`src/rtl/mem_cmd_queue_if.sv`:
```
// Bundle of all non-clock signals of the memory command queue: producer
// command input, memory issue port, read response port and status.
interface mem_cmd_queue_if #(
  parameter int WIDTH      = 8,
  parameter int ADDR_WIDTH = 4,
  parameter int QDEPTH     = 4
);
  localparam int CW = $clog2(QDEPTH) + 1;

  // producer side
  logic                  in_valid;
  logic                  in_ready;
  logic                  in_wr_rd;
  logic [ADDR_WIDTH-1:0] in_addr;
  logic [WIDTH-1:0]      in_wdata;

  // memory side
  logic                  mem_valid;
  logic                  mem_ready;
  logic                  mem_wr_rd;
  logic [ADDR_WIDTH-1:0] mem_addr;
  logic [WIDTH-1:0]      mem_wdata;
  logic [WIDTH-1:0]      mem_rdata;

  // read response and status
  logic                  rsp_valid;
  logic [ADDR_WIDTH-1:0] rsp_addr;
  logic [WIDTH-1:0]      rsp_data;
  logic [CW-1:0]         count;
  logic                  busy;

  // queue view
  modport slave (
    input  in_valid, in_wr_rd, in_addr, in_wdata, mem_ready, mem_rdata,
    output in_ready, mem_valid, mem_wr_rd, mem_addr, mem_wdata,
    output rsp_valid, rsp_addr, rsp_data, count, busy
  );

  // producer / memory view
  modport master (
    output in_valid, in_wr_rd, in_addr, in_wdata, mem_ready, mem_rdata,
    input  in_ready, mem_valid, mem_wr_rd, mem_addr, mem_wdata,
    input  rsp_valid, rsp_addr, rsp_data, count, busy
  );
endinterface

```
`src/rtl/mem_cmd_queue.sv`:
```
// In-order command FIFO plus a three-state issuer in front of a single-port
// memory. Commands are popped one at a time, held stable on the memory port
// until accepted, and read data is returned as a one-cycle response pulse.
module mem_cmd_queue #(
  parameter int WIDTH      = 8,
  parameter int DEPTH      = 16,
  parameter int ADDR_WIDTH = 4,
  parameter int QDEPTH     = 4
) (
  input  logic            clk,
  input  logic            res,
  mem_cmd_queue_if.slave  bus
);

  localparam int PW = $clog2(QDEPTH);
  localparam int CW = PW + 1;
  localparam int EW = 1 + ADDR_WIDTH + WIDTH;

  // Reject FIFO sizes the pointer wrap cannot handle, and memories that the
  // address bus cannot reach.
  if (((1 << PW) != QDEPTH) || (QDEPTH < 2) || (DEPTH > (1 << ADDR_WIDTH))) begin : g_param_check
    $error("mem_cmd_queue: QDEPTH must be a power of 2 >= 2 and DEPTH must fit ADDR_WIDTH");
  end

  typedef enum logic [1:0] {
    ST_IDLE    = 2'd0,
    ST_ISSUE   = 2'd1,
    ST_RD_WAIT = 2'd2
  } state_t;

  // FIFO storage, entry layout {wr_rd, addr, wdata}
  logic [EW-1:0]         fifo_q [QDEPTH];
  logic [PW-1:0]         wptr_q, wptr_d;
  logic [PW-1:0]         rptr_q, rptr_d;
  logic [CW-1:0]         count_q, count_d;

  // issuer state and registered outputs
  state_t                state_q;
  logic                  mem_valid_q;
  logic                  mem_wr_rd_q;
  logic [ADDR_WIDTH-1:0] mem_addr_q;
  logic [WIDTH-1:0]      mem_wdata_q;
  logic                  rsp_valid_q;
  logic [ADDR_WIDTH-1:0] rsp_addr_q;
  logic [WIDTH-1:0]      rsp_data_q;

  logic                  in_ready_s;
  logic                  push_s;
  logic                  pop_s;
  logic [EW-1:0]         entry_in_s;
  logic [EW-1:0]         head_s;

  // Ready only looks at the registered fill level, never at in_valid.
  assign in_ready_s = (count_q < CW'(QDEPTH));
  assign push_s     = bus.in_valid && in_ready_s;
  // The issuer only takes a new command when it is idle.
  assign pop_s      = (state_q == ST_IDLE) && (count_q != '0);
  assign entry_in_s = {bus.in_wr_rd, bus.in_addr, bus.in_wdata};
  assign head_s     = fifo_q[rptr_q];

  // Next pointer and fill level; pointers wrap naturally at the power-of-2 size.
  always_comb begin
    wptr_d  = wptr_q;
    rptr_d  = rptr_q;
    count_d = count_q;
    if (push_s) begin
      wptr_d = wptr_q + PW'(1);
    end else begin
      wptr_d = wptr_q;
    end
    if (pop_s) begin
      rptr_d = rptr_q + PW'(1);
    end else begin
      rptr_d = rptr_q;
    end
    case ({push_s, pop_s})
      2'b10:   count_d = count_q + CW'(1);
      2'b01:   count_d = count_q - CW'(1);
      default: count_d = count_q;
    endcase
  end

  // FIFO storage and pointer registers.
  always_ff @(posedge clk or negedge res) begin
    if (!res) begin
      wptr_q  <= '0;
      rptr_q  <= '0;
      count_q <= '0;
      for (int i = 0; i < QDEPTH; i++) begin
        fifo_q[i] <= '0;
      end
    end else begin
      if (push_s) begin
        fifo_q[wptr_q] <= entry_in_s;
      end else begin
        fifo_q[wptr_q] <= fifo_q[wptr_q];
      end
      wptr_q  <= wptr_d;
      rptr_q  <= rptr_d;
      count_q <= count_d;
    end
  end

  // Issue FSM: pop into the memory port, hold until accepted, collect read data.
  always_ff @(posedge clk or negedge res) begin
    if (!res) begin
      state_q     <= ST_IDLE;
      mem_valid_q <= 1'b0;
      mem_wr_rd_q <= 1'b0;
      mem_addr_q  <= '0;
      mem_wdata_q <= '0;
      rsp_valid_q <= 1'b0;
      rsp_addr_q  <= '0;
      rsp_data_q  <= '0;
    end else begin
      rsp_valid_q <= 1'b0;
      case (state_q)
        ST_IDLE: begin
          if (pop_s) begin
            {mem_wr_rd_q, mem_addr_q, mem_wdata_q} <= head_s;
            mem_valid_q <= 1'b1;
            state_q     <= ST_ISSUE;
          end else begin
            mem_valid_q <= 1'b0;
            state_q     <= ST_IDLE;
          end
        end
        ST_ISSUE: begin
          // mem_* stay untouched here so the memory sees a stable command.
          if (bus.mem_ready) begin
            mem_valid_q <= 1'b0;
            state_q     <= mem_wr_rd_q ? ST_IDLE : ST_RD_WAIT;
          end else begin
            mem_valid_q <= 1'b1;
            state_q     <= ST_ISSUE;
          end
        end
        ST_RD_WAIT: begin
          // Memory presents read data the cycle after the read handshake.
          rsp_data_q  <= bus.mem_rdata;
          rsp_addr_q  <= mem_addr_q;
          rsp_valid_q <= 1'b1;
          mem_valid_q <= 1'b0;
          state_q     <= ST_IDLE;
        end
        default: begin
          mem_valid_q <= 1'b0;
          state_q     <= ST_IDLE;
        end
      endcase
    end
  end

  assign bus.in_ready  = in_ready_s;
  assign bus.mem_valid = mem_valid_q;
  assign bus.mem_wr_rd = mem_wr_rd_q;
  assign bus.mem_addr  = mem_addr_q;
  assign bus.mem_wdata = mem_wdata_q;
  assign bus.rsp_valid = rsp_valid_q;
  assign bus.rsp_addr  = rsp_addr_q;
  assign bus.rsp_data  = rsp_data_q;
  assign bus.count     = count_q;
  assign bus.busy      = (count_q != '0) || (state_q != ST_IDLE);

endmodule
```
`src/flat_wrapper.sv`:
```
// flat-port wrapper written by rule: the top's interface ports become plain ports
module mem_cmd_queue_flat 
#(
  parameter int WIDTH      = 8,
  parameter int DEPTH      = 16,
  parameter int ADDR_WIDTH = 4,
  parameter int QDEPTH     = 4
)
  (clk, res, bus_in_valid, bus_in_wr_rd, bus_in_addr, bus_in_wdata, bus_mem_ready, bus_mem_rdata, bus_in_ready, bus_mem_valid, bus_mem_wr_rd, bus_mem_addr, bus_mem_wdata, bus_rsp_valid, bus_rsp_addr, bus_rsp_data, bus_count, bus_busy);
  mem_cmd_queue_if #(.WIDTH(WIDTH), .ADDR_WIDTH(ADDR_WIDTH), .QDEPTH(QDEPTH)) bus_i ();
  input  logic clk;
  input  logic res;
  input wire logic [$bits(bus_i.in_valid)-1:0] bus_in_valid;
  input wire logic [$bits(bus_i.in_wr_rd)-1:0] bus_in_wr_rd;
  input wire logic [$bits(bus_i.in_addr)-1:0] bus_in_addr;
  input wire logic [$bits(bus_i.in_wdata)-1:0] bus_in_wdata;
  input wire logic [$bits(bus_i.mem_ready)-1:0] bus_mem_ready;
  input wire logic [$bits(bus_i.mem_rdata)-1:0] bus_mem_rdata;
  output wire logic [$bits(bus_i.in_ready)-1:0] bus_in_ready;
  output wire logic [$bits(bus_i.mem_valid)-1:0] bus_mem_valid;
  output wire logic [$bits(bus_i.mem_wr_rd)-1:0] bus_mem_wr_rd;
  output wire logic [$bits(bus_i.mem_addr)-1:0] bus_mem_addr;
  output wire logic [$bits(bus_i.mem_wdata)-1:0] bus_mem_wdata;
  output wire logic [$bits(bus_i.rsp_valid)-1:0] bus_rsp_valid;
  output wire logic [$bits(bus_i.rsp_addr)-1:0] bus_rsp_addr;
  output wire logic [$bits(bus_i.rsp_data)-1:0] bus_rsp_data;
  output wire logic [$bits(bus_i.count)-1:0] bus_count;
  output wire logic [$bits(bus_i.busy)-1:0] bus_busy;
  assign bus_i.in_valid = bus_in_valid;
  assign bus_i.in_wr_rd = bus_in_wr_rd;
  assign bus_i.in_addr = bus_in_addr;
  assign bus_i.in_wdata = bus_in_wdata;
  assign bus_i.mem_ready = bus_mem_ready;
  assign bus_i.mem_rdata = bus_mem_rdata;
  assign bus_in_ready = bus_i.in_ready;
  assign bus_mem_valid = bus_i.mem_valid;
  assign bus_mem_wr_rd = bus_i.mem_wr_rd;
  assign bus_mem_addr = bus_i.mem_addr;
  assign bus_mem_wdata = bus_i.mem_wdata;
  assign bus_rsp_valid = bus_i.rsp_valid;
  assign bus_rsp_addr = bus_i.rsp_addr;
  assign bus_rsp_data = bus_i.rsp_data;
  assign bus_count = bus_i.count;
  assign bus_busy = bus_i.busy;
  mem_cmd_queue #(.WIDTH(WIDTH), .DEPTH(DEPTH), .ADDR_WIDTH(ADDR_WIDTH), .QDEPTH(QDEPTH)) u_core (.clk(clk), .res(res), .bus(bus_i));
endmodule
```
`config.mk`:
```
export PLATFORM = sky130hd
export DESIGN_NAME = mem_cmd_queue_flat
export DESIGN_NICKNAME = d
export VERILOG_FILES = /design/src/rtl/mem_cmd_queue_if.sv /design/src/rtl/mem_cmd_queue.sv /design/src/flat_wrapper.sv
export SDC_FILE = /design/constraint.sdc
export NUM_CORES = 1
export LEC_CHECK = 0
export CAP_MARGIN = 20
export CORE_ASPECT_RATIO = 0.5
export CORE_MARGIN = 2
export CORE_UTILIZATION = 46
export CTS_CLUSTER_DIAMETER = 60
export CTS_CLUSTER_SIZE = 20
export DETAILED_ROUTE_END_ITERATION = 10
export DONT_BUFFER_PORTS = 1
export GPL_TIMING_DRIVEN = 1
export PLACE_DENSITY = 0.64
export SYNTH_ARGS = -nofsm -noshare
export SYNTH_HDL_FRONTEND = slang
export SYNTH_SLANG_ARGS = --single-unit
```
`constraint.sdc`:
```
create_clock -name clk -period 1.84 [get_ports clk]
set_input_delay 0.368 -clock clk [delete_from_list [all_inputs] [get_ports clk]]
set_output_delay 0.368 -clock clk [all_outputs]
set_load 0.02 [all_outputs]
```
==> flow_metrics.py <==
metrics = {
    "routing": {
        "ant_nets": 0,
        "via_count": 3093,
        "vias_per_cell": 6.17,
        "wl_per_cell_um": 20.1,
        "drt_iter0_drc": 293,
        "drtPass1Iterations": 5,
        "routed_wl_mm": 10.1,
        "drc_errors": 0,
    },
    "timing": {
        "rsz0062_at_grt": "false",
        "hold_viol": 87,
        "hold_slack_ns": -0.276,
        "relSlewSlack_pct": 75.8,
        "fin_setup_tns_ns": 0,
        "finalCritPeriodShare_pct": 96.2,
        "setup_viol": 0,
        "timing.final.crit_period_ns": 1.77,
        "max_freq_mhz": 565,
        "fin_skew_ns": 0.00644,
        "worst_slew_pin_slew_ns": 0.361,
        "maxSlewViolCount": 0,
        "setup_ws_ns": 0.0700,
    },
    "layout": {
        "drive_above_1_share_pct": 28.5,
        "finalNonFillerCells": 501,
        "layout_common_cells": "dfrtp_1, a31oi_1, mux2_2",
        "nets": 406,
        "finalInstanceArea_mm2": 0.00499,
        "synthToLayoutAreaGrowth_pct": 14.0,
        "final_common_cell": "dfrtp_1",
        "num-fill-cells": 767,
    },
    "synthesis": {
        "ys_ff_latch": 87,
        "synth.area.top_cells": "dfrtp_1, mux2_2, a31oi_1",
        "yosysSeqAreaShare_pct": 49.7,
        "netlist_instances": 370,
        "synth-edff-count": 0,
        "yosysTopAreaCellShare_pct": 49.7,
        "synth_cell_types": 31,
        "yosys_warnings": 0,
        "yosysTopAreaCell": "dfrtp_1",
        "async_flop_share_pct": 100,
        "synthFlopType": "dfrtp_1",
        "synth_fp_nets": 401,
        "netlist_area_mm2": 0.00438,
        "avgSynthCellArea_um2": 11.8,
    },
    "clock_tree": {
        "cts-root-buf": "clkbuf_16",
        "cts_buffers": 9,
        "clk_latency_ns": 0.34,
        "clkSlewWorstSetupHoldPaths_ns": 0.06,
        "cts_tree": "done",
        "clockBufferDepth": 2,
        "cts_max_level": 3,
        "clock_sinks": 87,
        "postCtsResizedCells": 0,
        "post-cts-setup-buffer-count": 0,
    },
    "critical_path": {
        "reg2regPathDepth": 7,
        "crit_start": "u_core.bus.count[1]",
        "critPathRequiredTime_ns": 1.47,
        "cp-end-kind": "output pin",
        "rrSetupSlack_ns": 0.08,
        "worstSetupPathType": "reg -> out",
        "timing.rr.end": "u_core.bus.count[1]",
        "timing.rr.start": "u_core.bus.count[1]",
        "path_max_fanout": 3,
        "startpoint_type": "flip-flop",
        "worstPathArrival_ns": 1.40,
        "crit_end": "bus_busy",
    },
    "run_status": {
        "outcome": "finished, violations left",
        "violations": "hold timing",
    },
    "placed_design": {
        "io_buffers": 0,
        "post-place-ws_ns": 0.0880,
        "dpl.hpwl_mm": 6.52,
        "place_inst": 485,
        "globalplace.congestion": 0.830,
        "placed_area_mm2": 0.00461,
    },
    "global_route": {
        "antenna_found_initial": 1,
        "grt_max_degree": 88,
        "gr-total-overflow": 0,
        "grt_pass1_wl_mm": 16.2,
        "grt_usage_pct": 20.6,
        "grt_pass1_vias": 3223,
    },
    "min_path": {
        "hold_path.class": "in -> async",
    },
    "power_and_ir_drop": {
        "ir_drop_mv": 0.607,
        "p_leak_nw": 2.09,
        "power.density_mw_per_mm2": 2290,
    },
    "floorplan": {
        "die_h_um": 73.0,
        "dieWidth_um": 142,
        "initial_core_util_pct": 46.8,
        "dieArea_mm2": 0.0104,
        "ios": 57,
        "core_mm2": 0.00935,
        "placement_rows": 25,
    },
    "run": {
        "cap_violations": 0,
    },
}
==> cells by family (layout without fill, tap and decap cells) <==
kind of cell    after synthesis  count (layout)  share of synthesized area [%]
flops                        87              87                           49.7
compound gates               83              83                           12.5
simple gates                 69              69                           8.00
mux                          65              65                           20.9
buf+inv                      54              63                           5.80
fa+ha+maj                     6               6                           1.89
xor+xnor                      6               6                           1.20
other cells                   0               1                              0
==> critical path, cell delays in order, from the launching register on <==
cell	delay (ns)
dfrtp_2	0.40
or3_4	0.41
nand2b_1	0.26
==> synth_stat cells, types with 2 or more instances <==
| cell type | count |
|---|---|
| mux4_1 | 5 |
| nor2b_1 | 2 |
| mux2_4 | 7 |
| buf_6 | 2 |
| and3b_1 | 9 |
| nand2b_1 | 2 |
| mux2_2 | 40 |
| dfrtp_1 | 87 |
| nand3_1 | 10 |
| o31ai_1 | 16 |
| a31o_2 | 4 |
| buf_1 | 5 |
| inv_1 | 24 |
| nor3b_1 | 5 |
| buf_4 | 2 |
| o22ai_1 | 16 |
| o21ai_0 | 2 |
| a31oi_1 | 45 |
| buf_2 | 10 |
| clkbuf_1 | 10 |
| ha_1 | 5 |
| nor2_1 | 38 |
| xnor2_1 | 5 |
| mux2i_1 | 5 |
| mux4_2 | 8 |
==> final cells by class <==
class | count | area, um^2 | area share [%]
diodes | 1 | 2.50 | 0.0501
clock buffers | 9 | 225 | 4.51
clock inverters | 6 | 158 | 3.16
inverters | 24 | 92.6 | 1.85
multi-input cells | 229 | 1980 | 39.6
flip-flops and latches | 87 | 2180 | 43.7
well taps | 121 | 151 | 3.03
repair buffers | 24 | 205 | 4.11
==> worst min-delay path by stage <==
| stage | endpoint | slack (ns) | cells after the start |
|---|---|---|---|
| detailed placement | u_core.fifo_q[6] | 0.07 | 0 |
| floorplan | u_core.bus.count[0] | 0.07 | 0 |
| finish | u_core.fifo_q[6] | -0.28 | 0 |
| global route | u_core.fifo_q[16] | -0.30 | 0 |
| global placement | u_core.fifo_q[6] | 0.08 | 0 |
| CTS | u_core.fifo_q[16] | -0.29 | 0 |
==> metrics by stage <==
| stage | util (%) | hold slack [ns] | power, mW |
|---|---|---|---|
| 2_1_floorplan | - | 0.0724 | 7.85 |
| 3_3_place_gp | 49.3 | 0.0751 | 8.83 |
| 3_5_place_dp | 49.3 | 0.0750 | 9.13 |
| 4_1_cts | 53.4 | -0.289 | 11.5 |
| 5_1_grt | 53.4 | -0.297 | 12.2 |
| 6_report | 53.4 | -0.276 | 11.5 |
==> sequential cells by signal, indices dropped and copies added (netlist names) <==
signal                count
u_core.bus.mem_wr_rd      1
u_core.bus.count          3
u_core.bus.rsp_addr       4
u_core.wptr_q             2
u_core.bus.mem_wdata      8
u_core.fifo_q            52
u_core.bus.rsp_data       8
u_core.bus.rsp_valid      1
u_core.rptr_q             2
u_core.state_q            2
u_core.bus.mem_addr       4
==> metal layers <==
metal / vias to the layer above / track usage (%) / part of all wire [%]
li1: 1376 / - / -
met1: 1571 / 24.3 / 42
met2: 125 / 35.6 / 49
met3: 21 / 7.15 / 7.6
met4: 0 / 7.44 / 1.7
met5: - / 0 / 0
==> where the power goes <==
group          switching [mW]  internal (mW)
Sequential               1.01           2.89
Combinational            2.66           2.56
Clock                   0.729           1.59
Power figures use the tool's default switching activity.
